File: config.mk
export PLATFORM = sky130hd
export DESIGN_NAME = mod_subtractor
export DESIGN_NICKNAME = d
export VERILOG_FILES = /design/src/rtl/mod_subtractor.sv
export SDC_FILE = /design/constraint.sdc
export NUM_CORES = 1
export LEC_CHECK = 0
export CELL_PAD_IN_SITES_DETAIL_PLACEMENT = 1
export CELL_PAD_IN_SITES_GLOBAL_PLACEMENT = 1
export CORE_MARGIN = 5
export CORE_UTILIZATION = 33
export DETAILED_ROUTE_END_ITERATION = 10
export PLACE_DENSITY = 0.85
export SYNTH_ARGS = -nofsm -noshare
export SYNTH_HDL_FRONTEND = slang
export SYNTH_SLANG_ARGS = --single-unit
export TNS_END_PERCENT = 30
File: constraint.sdc
create_clock -name clk -period 5.5 [get_ports clk]
set_clock_uncertainty 0.15 [all_clocks]
set_input_delay 1.65 -clock clk [delete_from_list [all_inputs] [get_ports clk]]
set_output_delay 1.65 -clock clk [all_outputs]
set_load 0.1 [all_outputs]
File: src/rtl/mod_subtractor.sv
// mod_subtractor: 2-stage pipelined modular subtractor d = (a - b) mod Q.
// Define MOD_SUBTRACTOR_RANGE_CHECK_EN to add the range_err output.
module mod_subtractor #(
    parameter int N = 16,
    parameter int Q = 12289
) (
    input  logic         clk,
    input  logic         rst,
    input  logic         in_valid,
    output logic         in_ready,
    input  logic [N-1:0] a,
    input  logic [N-1:0] b,
    output logic         out_valid,
    input  logic         out_ready,
    output logic [N-1:0] d,
`ifdef MOD_SUBTRACTOR_RANGE_CHECK_EN
    output logic         borrow,
    output logic         range_err
`else
    output logic         borrow
`endif
);

    localparam logic [N-1:0] QN = Q[N-1:0];

    logic         s1_valid;
    logic [N:0]   s1_raw;
    logic         s2_valid;
    logic [N-1:0] s2_d;
    logic         s2_borrow;
    logic         s2_load;
    logic         s1_load;
    logic [N-1:0] s1_fix;

    // A full S2 frees up exactly when its result leaves this cycle.
    assign s2_load  = !s2_valid || out_ready;
    assign s1_load  = !s1_valid || s2_load;
    assign in_ready = s1_load;
    assign s1_fix   = s1_raw[N] ? s1_raw[N-1:0] + QN : s1_raw[N-1:0];

    always_ff @(posedge clk) begin
        if (rst) begin
            s1_valid <= 1'b0;
            s1_raw   <= '0;
        end else if (s1_load) begin
            s1_valid <= in_valid;
            if (in_valid) begin
                s1_raw <= {1'b0, a} - {1'b0, b};
            end
        end
    end

    always_ff @(posedge clk) begin
        if (rst) begin
            s2_valid  <= 1'b0;
            s2_d      <= '0;
            s2_borrow <= 1'b0;
        end else if (s2_load) begin
            s2_valid <= s1_valid;
            if (s1_valid) begin
                s2_d      <= s1_fix;
                s2_borrow <= s1_raw[N];
            end
        end
    end

    assign out_valid = s2_valid;
    assign d         = s2_d;
    assign borrow    = s2_borrow;

`ifdef MOD_SUBTRACTOR_RANGE_CHECK_EN
    logic s1_err;
    logic s2_err;

    always_ff @(posedge clk) begin
        if (rst) begin
            s1_err <= 1'b0;
            s2_err <= 1'b0;
        end else begin
            if (s1_load && in_valid) begin
                s1_err <= (a >= QN) || (b >= QN);
            end
            if (s2_load && s1_valid) begin
                s2_err <= s1_err;
            end
        end
    end

    assign range_err = s2_err;
`endif

endmodule

==> run metrics <==
outcome complete, no violations; Post-synth EDFFs 0; minimum clock period 4.499 ns; Layout area overhead 30.43%; Tightest Pin Transition 1.209 ns; critical path class in2out; Initial Utilization 0.3324; TritonCTS clock tree done; core area 7137 um2; critical-path maximum fanout 4; syn_area_per_cell around 7.8 um2; row count 31; Post-Route WL slightly above 6000 um; GRT Util Overall 0.1476; nets about 400; Setup crit start kind input port; Design Power around 0.00077 W; Slowest cell on crit path clkdlybuf4s50_1; Post-CTS Setup Inserts 0; Max-cap violations 0; mux contribution to synthesized area 0.01266; global placement routability congestion 0.8234; Ports 55; CP peak stage delay 0.40 ns; PostCTS Resize Cnt 0; fmax around 0.22 GHz; Max IR drop VDD 80.26 uV; most common cell after layout, fill and taps aside clkdlybuf4s50_1; adder-cell share of the synthesized area 0.09810; post-synth net total roughly 360; diode count 0; drt wl/cell 13.41 um; Die Ht roughly 95 um; clock buffer depth 2; Synth Area in Simple Gates 0.2184; Inserted Clock Buffers 5; die area roughly 9000 um2; XOR/XNOR share of the synthesized area 0.07753; final-report max-slew violation count 0; Hold Crit Class reg2reg; compound-gate portion of the synthesized area 0.2336; Worst Path Required between 3 and 4 ns; Final setup viols 0; first-pass GRT wire length approximately 11000 um; Final period util 0.8180; fin worst setup slack roughly 1.0 ns; post-route core utilization 0.4336; share of layout cells above drive strength 1 0.04802; ranking of synthesized cells by area dfxtp_1 (30%), ha_1 (9.0%), nor2_1 (6.0%); # clock sinks 36; antenna-violating nets left 0; Worst-Skew Late Latency about 0.29 ns; Syn Inst Count 303; grt ovf 0; largest family of logic cells by synthesized area compound AO/OA/AOI/OAI gates; vias in the first global route approximately 2400; sequential share of the synthesized area 0.3038; clk slew on worst S/H paths approximately 0.07 ns; PD cells 248.5 nW/um2; Synth Register Bits 36; synthesized area 2372 um2; post-DP HPWL just under 5000 um; Placement Setup Slack 0.9828 ns; Crit. End Element output pin; Chip Width about 95 um; root buf cell clkbuf_8; Post-CTS Hold Fix Bufs 0; initial antenna violation count 0; slew margin rel. 0.1906; RSZ-0062 raised after global routing no; First-pass DRT Iterations 4; Final Hold Viols 0; routed vias ~2300; Cell variety after synth ~50; cells along the critical path clkdlybuf4s50_1 > nor2b_1 > nand2_1 > buf_4; H-tree depth 2; TNS Setup 0 ns; Remaining DRCs 0; crit path DAT ~2.7 ns; most frequent cells in the layout clkdlybuf4s50_1 (53), nor2_1 (38), dfxtp_1 (36); static leakage 1.209 nW; Avg Vias per Cell 5.007; number of port buffers 54; Synth warnings 0; Synth area leader dfxtp_1; ys flop type dfxtp_1; Synth async-reset ratio 0; pin count of the biggest net entering global routing 33; area fraction of the dominant cell type after synthesis 0.3038; 1st-iter DRT viols 89
## final cells by class
class | instances | area [um2]
clock buffer | 7 | 96.34
fill | 903 | 4043
inverter | 21 | 78.83
multi-input combinational | 234 | 1521
sequential | 36 | 720.7
tap | 99 | 123.9
timing repair buffer | 56 | 553.0
## cell families (layout without fill, tap and decap cells)
logic type,after synthesis,count (layout)
XOR/XNOR,21,21
buffers and inverters,33,84
adder cells (fa/ha/maj),18,18
flip-flops,36,36
AND/OR/NAND/NOR,110,110
AO/OA/AOI/OAI,82,82
multiplexers,3,3
## sequential cells by signal, indices dropped and copies added, names as in the netlist
signal,cells
borrow,1
d,16
s1_raw,17
out_valid,1
s1_valid,1
## synthesized netlist by cell type, types with 2 or more instances
| cell | instances |
|---|---|
| nor2_1 | 38 |
| dfxtp_1 | 36 |
| nand2_1 | 33 |
| inv_1 | 20 |
| a21oi_1 | 18 |
| a211oi_1 | 17 |
| ha_1 | 17 |
| o21ai_1 | 11 |
| xnor2_1 | 11 |
| clkbuf_1 | 10 |
| xor2_1 | 10 |
| nand3_1 | 9 |
| nand4_1 | 7 |
| nor3_1 | 7 |
| o21ai_0 | 7 |
| nand2b_1 | 5 |
| a21o_1 | 3 |
| a31oi_1 | 3 |
| mux2i_1 | 3 |
| nor2b_1 | 3 |
| o21a_1 | 3 |
| nand4_2 | 2 |
| o211ai_1 | 2 |
| o311ai_1 | 2 |
| o31ai_1 | 2 |
## report_power, final
group	internal, W	leakage [nW]	total, W	switching [W]
Sequential	0.000283	0.297	0.000309	0.0000254
Clock	0.000111	0.0503	0.000200	0.0000882
Combinational	0.0000998	0.862	0.000260	0.000161
Total	0.000495	1.21	0.000769	0.000274
## routing by layer
layer | share of wire | global-route usage
met3 | 0.036 | 0.02550
met2 | 0.50 | 0.2666
met4 | 0.011 | 0.03966
met1 | 0.45 | 0.1790
met5 | 0 | 0
## worst max-delay path: cells and delay by family
kind                   cells  cell delay [ns]
AND/OR/NAND/NOR            2             0.39
buffers and inverters      2             0.65
## worst paths after layout
path | from | endpoint | slack, ns | cells past startpoint
worst max-delay path | out_ready | in_ready | 1.00 | 4
worst min-delay path | s1_raw[14]$_SDFFE_PP0P_ | s1_raw[14]$_SDFFE_PP0P_ | 0.34 | 2
worst max register to register | out_valid$_SDFFE_PP0P_ | d[15]$_SDFFE_PP0P_ | 3.48 | 4
worst min register to register | s1_raw[14]$_SDFFE_PP0P_ | s1_raw[14]$_SDFFE_PP0P_ | 0.34 | 2
## through the flow
step	instances	hold slack, ns	area (um2)
finish	453	0.3394	3094
floorplan	303	0.3006	2372
CTS	453	0.3383	3094
global placement	446	0.3220	2998
detailed placement	446	0.3298	2998
global route	453	0.3595	3094
Note: power is estimated with default switching activity, not from simulation.
